## src/rtl/exec_sequencer_pkg.sv

```systemverilog
// Shared definitions for the exec_sequencer: instruction field layout,
// opcode values and FSM state encoding.
package exec_sequencer_pkg;

   localparam int unsigned DATA_W  = 8;
   localparam int unsigned INSTR_W = 16;
   localparam int unsigned OPC_W   = 4;
   localparam int unsigned REG_W   = 3;

   localparam int unsigned OPC_MSB = 15;
   localparam int unsigned OPC_LSB = 12;
   localparam int unsigned RD_MSB  = 11;
   localparam int unsigned RD_LSB  = 9;
   localparam int unsigned RS_MSB  = 8;
   localparam int unsigned RS_LSB  = 6;
   localparam int unsigned IMM_MSB = 7;
   localparam int unsigned IMM_LSB = 0;

   localparam logic [OPC_W-1:0] OP_NOP = 4'd0;
   localparam logic [OPC_W-1:0] OP_ADD = 4'd1;
   localparam logic [OPC_W-1:0] OP_SUB = 4'd2;
   localparam logic [OPC_W-1:0] OP_AND = 4'd3;
   localparam logic [OPC_W-1:0] OP_OR  = 4'd4;
   localparam logic [OPC_W-1:0] OP_XOR = 4'd5;
   localparam logic [OPC_W-1:0] OP_MOV = 4'd6;
   localparam logic [OPC_W-1:0] OP_LDI = 4'd7;
   localparam logic [OPC_W-1:0] OP_SHL = 4'd8;
   localparam logic [OPC_W-1:0] OP_SHR = 4'd9;

   typedef enum logic [1:0] {
      ST_IDLE = 2'd0,
      ST_READ = 2'd1,
      ST_EXEC = 2'd2,
      ST_WB   = 2'd3
   } state_e;

   // Opcodes that retire through WB with a register write.
   function automatic logic op_writes(input logic [OPC_W-1:0] op);
      return (op >= OP_ADD) && (op <= OP_SHR);
   endfunction

   function automatic logic op_illegal(input logic [OPC_W-1:0] op);
      return op > OP_SHR;
   endfunction

endpackage

```

## src/rtl/exec_sequencer_alu.sv

```systemverilog
// Combinational 8-bit ALU used in the EXEC stage of exec_sequencer.
module alu8
   import exec_sequencer_pkg::*;
(
   input  logic [DATA_W-1:0] a,
   input  logic [DATA_W-1:0] b,
   input  logic [DATA_W-1:0] imm,
   input  logic [OPC_W-1:0]  opcode,
   output logic [DATA_W-1:0] result,
   output logic              carry,
   output logic              carry_we
);

   logic [DATA_W:0] sum;

   always_comb begin
      sum      = '0;
      result   = '0;
      carry    = 1'b0;
      carry_we = 1'b0;
      case (opcode)
         OP_ADD: begin
            sum      = {1'b0, a} + {1'b0, b};
            result   = sum[DATA_W-1:0];
            carry    = sum[DATA_W];
            carry_we = 1'b1;
         end
         OP_SUB: begin
            result   = a - b;
            carry    = b > a;
            carry_we = 1'b1;
         end
         OP_AND: begin
            result   = a & b;
            carry_we = 1'b1;
         end
         OP_OR: begin
            result   = a | b;
            carry_we = 1'b1;
         end
         OP_XOR: begin
            result   = a ^ b;
            carry_we = 1'b1;
         end
         OP_MOV: result = b;
         OP_LDI: result = imm;
         OP_SHL: begin
            result   = {a[DATA_W-2:0], 1'b0};
            carry    = a[DATA_W-1];
            carry_we = 1'b1;
         end
         OP_SHR: begin
            result   = {1'b0, a[DATA_W-1:1]};
            carry    = a[0];
            carry_we = 1'b1;
         end
         default: ;
      endcase
   end

endmodule

```

## src/rtl/exec_sequencer.sv

```systemverilog
// Four-phase instruction sequencer: accept, read register file, execute,
// write back. One instruction in flight, no queuing.
module exec_sequencer
   import exec_sequencer_pkg::*;
(
   input  logic               clk,
   input  logic               rst_n,
   input  logic               instr_valid,
   output logic               instr_ready,
   input  logic [INSTR_W-1:0] instr,
   output logic [REG_W-1:0]   rf_op1,
   output logic [REG_W-1:0]   rf_op2,
   input  logic [DATA_W-1:0]  rf_out1,
   input  logic [DATA_W-1:0]  rf_out2,
   output logic [DATA_W-1:0]  rf_data,
   output logic               rf_en_write,
   output logic               result_valid,
   output logic               zero_flag,
   output logic               carry_flag,
   output logic               illegal
);

   state_e             state_q;
   state_e             state_d;
   logic [INSTR_W-1:0] instr_q;
   logic               we_q;
   logic               rv_q;
   logic               accept;
   logic               retire;
   logic               flag_illegal;

   logic [OPC_W-1:0]   opc;
   logic [DATA_W-1:0]  alu_result;
   logic               alu_carry;
   logic               alu_carry_we;

   assign opc    = instr_q[OPC_MSB:OPC_LSB];
   assign rf_op1 = instr_q[RD_MSB:RD_LSB];
   assign rf_op2 = instr_q[RS_MSB:RS_LSB];

   // Reset gates the handshake and the write strobe immediately, so a reset
   // arriving in WB can never commit a register write on that edge.
   assign instr_ready  = (state_q == ST_IDLE) && rst_n;
   assign rf_en_write  = we_q && rst_n;
   assign result_valid = rv_q && rst_n;

   alu8 u_alu (
      .a        (rf_out1),
      .b        (rf_out2),
      .imm      (instr_q[IMM_MSB:IMM_LSB]),
      .opcode   (opc),
      .result   (alu_result),
      .carry    (alu_carry),
      .carry_we (alu_carry_we)
   );

   always_ff @(posedge clk) begin
      if (!rst_n) state_q <= ST_IDLE;
      else        state_q <= state_d;
   end

   always_comb begin
      state_d      = state_q;
      accept       = 1'b0;
      retire       = 1'b0;
      flag_illegal = 1'b0;
      case (state_q)
         ST_IDLE: begin
            if (instr_valid) begin
               accept  = 1'b1;
               state_d = ST_READ;
            end
         end
         ST_READ: state_d = ST_EXEC;
         ST_EXEC: begin
            flag_illegal = op_illegal(opc);
            if (op_writes(opc)) begin
               retire  = 1'b1;
               state_d = ST_WB;
            end else begin
               state_d = ST_IDLE;
            end
         end
         ST_WB:   state_d = ST_IDLE;
         default: state_d = ST_IDLE;
      endcase
   end

   // Datapath and status registers; results land at the EXEC->WB edge.
   always_ff @(posedge clk) begin
      if (!rst_n) begin
         instr_q    <= '0;
         we_q       <= 1'b0;
         rv_q       <= 1'b0;
         rf_data    <= '0;
         zero_flag  <= 1'b0;
         carry_flag <= 1'b0;
         illegal    <= 1'b0;
      end else begin
         we_q <= retire;
         rv_q <= retire;
         if (accept) instr_q <= instr;
         if (retire) begin
            rf_data   <= alu_result;
            zero_flag <= (alu_result == '0);
            if (alu_carry_we) carry_flag <= alu_carry;
         end
         if (flag_illegal) illegal <= 1'b1;
      end
   end

endmodule

```

## config.mk

```make
export PLATFORM = sky130hd
export DESIGN_NAME = exec_sequencer
export DESIGN_NICKNAME = d
export VERILOG_FILES = /design/src/rtl/exec_sequencer_pkg.sv /design/src/rtl/exec_sequencer_alu.sv /design/src/rtl/exec_sequencer.sv
export SDC_FILE = /design/constraint.sdc
export NUM_CORES = 1
export LEC_CHECK = 0
export CAP_MARGIN = 10
export CORE_MARGIN = 2
export CORE_UTILIZATION = 32
export CTS_CLUSTER_SIZE = 12
export DETAILED_ROUTE_END_ITERATION = 10
export PLACE_DENSITY = 0.63
export SLEW_MARGIN = 20
export SYNTH_ARGS = -nofsm -noshare
export SYNTH_HDL_FRONTEND = slang
export SYNTH_HIERARCHICAL = 1
export SYNTH_SLANG_ARGS = --single-unit
```

## constraint.sdc

```tcl
create_clock -name clk -period 2.5 [get_ports clk]
set_input_delay 0.5 -clock clk [delete_from_list [all_inputs] [get_ports clk]]
set_output_delay 0.5 -clock clk [all_outputs]
set_load 0.01 [all_outputs]
```

==> flow_results.org, run 1 <==
** Clock network
- Number of H-tree levels :: 2
- TritonCTS built the clock tree.
- Hold buffer count at cts :: 0
- Counting every sink on the clock net gives 30.
- Root buffer cell :: sky130_fd_sc_hd__clkbuf_8
- Buffer depth of the longest clock path :: 2
- Later-pin clock latency in the skew report :: 290 ps
- TritonCTS created 5 clock buffers.
- Clock-pin slew was measured on the worst setup and hold paths at roughly 70 ps.

** STA
- Maximum achievable frequency :: 406.3 MHz
- The worst path in the final design needs a cycle of roughly 2500 ps, including I/O delays and setup.
- Transition time at the pin with the least slew margin :: between 700 and 800 ps
- Setup repair after global routing could not meet its margin everywhere.
- Final-report hold violation count :: 0
- Headroom to the max-slew limit came out at 0.4656.
- The clock arrives with 11.06 ps of skew.
- In the finished design, the share of the clock period the worst path needs comes to 0.9844.
- The number of pins with negative max-slew slack in the final report was 0.
- Setup violations remaining at the end of the flow were counted as 0.

** Worst setup path
- Data arrives at the worst endpoint at about 2700 ps.
- For flop-to-flop paths, the worst setup slack is 200 ps.
- STA classifies the critical path endpoint as a flop.
- Of all nets on the critical path, the largest fanout is 4.
- At the worst endpoint, the required time is between 2000 and 3000 ps.
- STA classifies the critical path startpoint as an input pin.
- FF-to-FF Start :: instr_q[12]
- The critical path starts at rf_out2[1].
- The endpoint identified for the worst register-to-register timing path is zero_flag.
- Setup Crit Path Kind :: input pin to flop
- R2r worst-path depth :: 8

** Global routing
- The first global-routing pass estimated between 10000 and 15000 um of wire.
- Number of antenna violations at the first check in global routing :: 0
- Entering global routing, the biggest net connects 25 pins.
- Across every metal layer, demand over resource in global routing totals 0.2096.
- Total global routing overflow :: 0
- The number of global-route vias before repair came to between 2000 and 3000.

** Power and ir drop
- Dividing total power by cell area gives a power density of between 400 and 500 mW/mm^2.
- Max rail drop VDD :: 0.3832 mV
- Overall power consumption :: 1821 uW
- The analysis attributes to cell leakage a power of between 0.0015 and 0.002 uW.

** Synthesis
- The share of the Yosys chip area taken by registers is 0.2237.
- Leading cell types by total area after synthesis :: sky130_fd_sc_hd__dfxtp_1, sky130_fd_sc_hd__ha_1, sky130_fd_sc_hd__nand2_1
- Of the post-synthesis cell area, the dominant cell type holds 0.2237.
- Async set or reset register ratio after synthesis :: 0
- During synthesis, Yosys emitted a total of 6 warnings.
- Most frequent cell after synthesis :: sky130_fd_sc_hd__nand2_1
- Count of flip-flops with a built-in enable after synthesis :: 0
- Flops & latches, synth :: 30
- Avg Synthesized Cell Area :: between 7 and 8 sq um
- Cell area after synthesis :: between 0.002 and 0.003 sq mm
- Post-synthesis cell type count :: 62
- Top post-synthesis cells by count :: sky130_fd_sc_hd__nand2_1, sky130_fd_sc_hd__dfxtp_1, sky130_fd_sc_hd__ha_1, sky130_fd_sc_hd__inv_1, sky130_fd_sc_hd__a21oi_1
- Cells after Synth :: 351
- Number of nets in the synthesized netlist :: approximately 410
- For this run, the leading register cell type out of synthesis is sky130_fd_sc_hd__dfxtp_1.
- The biggest area contributor in the post-synthesis netlist is sky130_fd_sc_hd__dfxtp_1.

** Hold path
- Worst-case hold path end point :: rf_data[1]
- The worst hold path belongs to the class flop to flop.
- Along the worst hold path, the cell count comes to 2.
- The startpoint identified for the worst hold timing path is rf_data[1].

** Placed design
- The congestion estimate from routability-driven global placement came to 0.9519.
- Number of cells in the design after placement :: around 560
- During placement, the flow inserted port buffers numbering 54.
- After legalization and detailed placement, the total HPWL measured 6857 um.

** Floorplan
- Chip Width :: 95.60 um
- between 50 and 60 I/O pins were placed.
- Die area :: ~0.0091 sq mm
- The initialized floorplan defines 33 standard-cell rows.
- Die boundary height :: 95.60 um
- Initial Util :: 0.3284
- Std-Cell Core Area :: roughly 0.0082 sq mm

** Final layout
- After filler insertion, the fill cell instance count of the layout stands at 804.
- Layout overhead on the synthesized area :: 54.33%
- Count of non-filler cells in the finished layout :: 570
- The number of antenna diodes in the final layout is 0.
- Registers take 600.6 sq um.
- Multi-input gate area in the final layout :: roughly 0.0020 sq mm
- In the final layout, the share of cells above drive strength 1 is 0.3032.
- After the last flow step, the layout net total stands at roughly 530.

** Flow run
- Maximum capacitance violations :: 0

** Drt
- The first TritonRoute pass finished after 5 iterations.
- Number of remaining DRC errors :: 0
- Dividing the detail-routed via count by the number of cells gives around 5.2.
- First DRT Iteration DRCs :: about 170
- The detail route stage leaves a number of antenna-violating nets equal to 0.
- Via count :: slightly below 3000
- Routed length per placed instance :: roughly 16 um
- Wires add up to a little under 9000 um.

** Status
- The run finished with clean final reports.
[cell usage in the layout, fill, tap and decap left out, drive strengths merged, types with 12 or more instances in the layout]
master | synthesis | final
inv | 24 | 23
o21ai | 19 | 19
a21boi | 16 | 16
ha | 24 | 24
clkdlybuf4s50 | 0 | 42
a21oi | 20 | 20
dfxtp | 30 | 30
nand2 | 72 | 72
buf | 17 | 82
mux2i | 14 | 14
nor2 | 12 | 12
[routing by layer]
| metal | wire length, um | up-vias | track usage |
|---|---|---|---|
| met5 | 0 | - | 0 |
| met4 | 285 | 0 | 0.09167 |
| met3 | 458 | 24 | 0.03478 |
| met2 | 4313 | 106 | 0.3537 |
| met1 | 3888 | 1366 | 0.2614 |
| li1 | - | 1458 | - |
[worst max-delay path: stages]
cell                         delay, ps
sky130_fd_sc_hd__buf_8              80
sky130_fd_sc_hd__clkinvlp_4        130
sky130_fd_sc_hd__buf_6             150
sky130_fd_sc_hd__fa_2              360
sky130_fd_sc_hd__and2b_1           210
sky130_fd_sc_hd__o21a_1            140
sky130_fd_sc_hd__nor3_2             40
sky130_fd_sc_hd__a2111o_1          330
sky130_fd_sc_hd__a211o_1           310
sky130_fd_sc_hd__nor4_2            220
sky130_fd_sc_hd__nand3_1            90
sky130_fd_sc_hd__mux2i_1           120
[through the flow]
stage | setup WS, ps | TNS (ps) | hold WS [ps] | instance area, sq um | utilization
after floorplan | -40.72 | -40.72 | 443.1 | 2709 | -
after global placement | -736.1 | -4197 | 445.6 | 3775 | 0.4617
after detailed placement | -809.9 | -4458 | 446.8 | 3775 | 0.4617
after CTS | 0.5420 | 0 | 460.1 | 4040 | 0.4942
after global routing | -126.8 | -129.7 | 476.0 | 4144 | 0.5069
final | 39.02 | 0 | 459.2 | 4144 | 0.5069
[power by group]
| part | total (uW) | switching [uW] | internal (uW) | leakage, uW |
|---|---|---|---|---|
| clock network | 617 | 192 | 425 | 0.0000714 |
| logic | 676 | 328 | 347 | 0.00139 |
| registers | 528 | 26.8 | 502 | 0.000245 |
| total | 1820 | 547 | 1270 | 0.00171 |
[logic make-up after synthesis]
group / after synthesis / share of synthesized area
compound gates: 104 / 0.2745
xor+xnor: 1 / 0.003262
fa+ha+maj: 26 / 0.1267
buf+inv: 50 / 0.09553
flops: 30 / 0.2237
mux: 16 / 0.06058
simple gates: 124 / 0.2158
[how the worst max path moves through the flow]
stage | end | slack (ps) | cells after the start
final | zero_flag | 40 | 12
after global routing | zero_flag | -130 | 12
after CTS | zero_flag | 0.5 | 13
after detailed placement | zero_flag | -810 | 12
after global placement | zero_flag | -740 | 12
after floorplan | zero_flag | -40 | 12
[registers in the layout, summed over array words and instances (netlist names)]
register,count
rv_q,1
zero_flag,1
carry_flag,1
instr_q,16
rf_data,8
illegal,1
state_q,2
[area by class of cell]
| type | instances | area share |
|---|---|---|
| multi-input combinational | 271 | 0.4888 |
| timing repair buffer | 132 | 0.2763 |
| sequential | 30 | 0.1449 |
| tap | 105 | 0.03170 |
| inverter | 24 | 0.02385 |
| clock buffer | 6 | 0.01993 |
| clock inverter | 2 | 0.01449 |
[repair_timing]
item	in CTS	in global routing
pin swaps	19	23
endpoints found under the setup margin	8	3
buffers inserted	3	2
cloned	0	0
resized for setup	59	21
Power figures use the tool's default switching activity.
==> inputs of run 2 (changes only) <==
--- a/config.mk
+++ b/config.mk
@@ -11,7 +11,7 @@
 export CTS_CLUSTER_SIZE = 12
 export DETAILED_ROUTE_END_ITERATION = 10
 export PLACE_DENSITY = 0.63
-export SLEW_MARGIN = 20
+export SLEW_MARGIN = 5
 export SYNTH_ARGS = -nofsm -noshare
 export SYNTH_HDL_FRONTEND = slang
 export SYNTH_HIERARCHICAL = 1
==> results of run 2 <==
No change in the layout: final DEF, timing and power equal those of run 1.
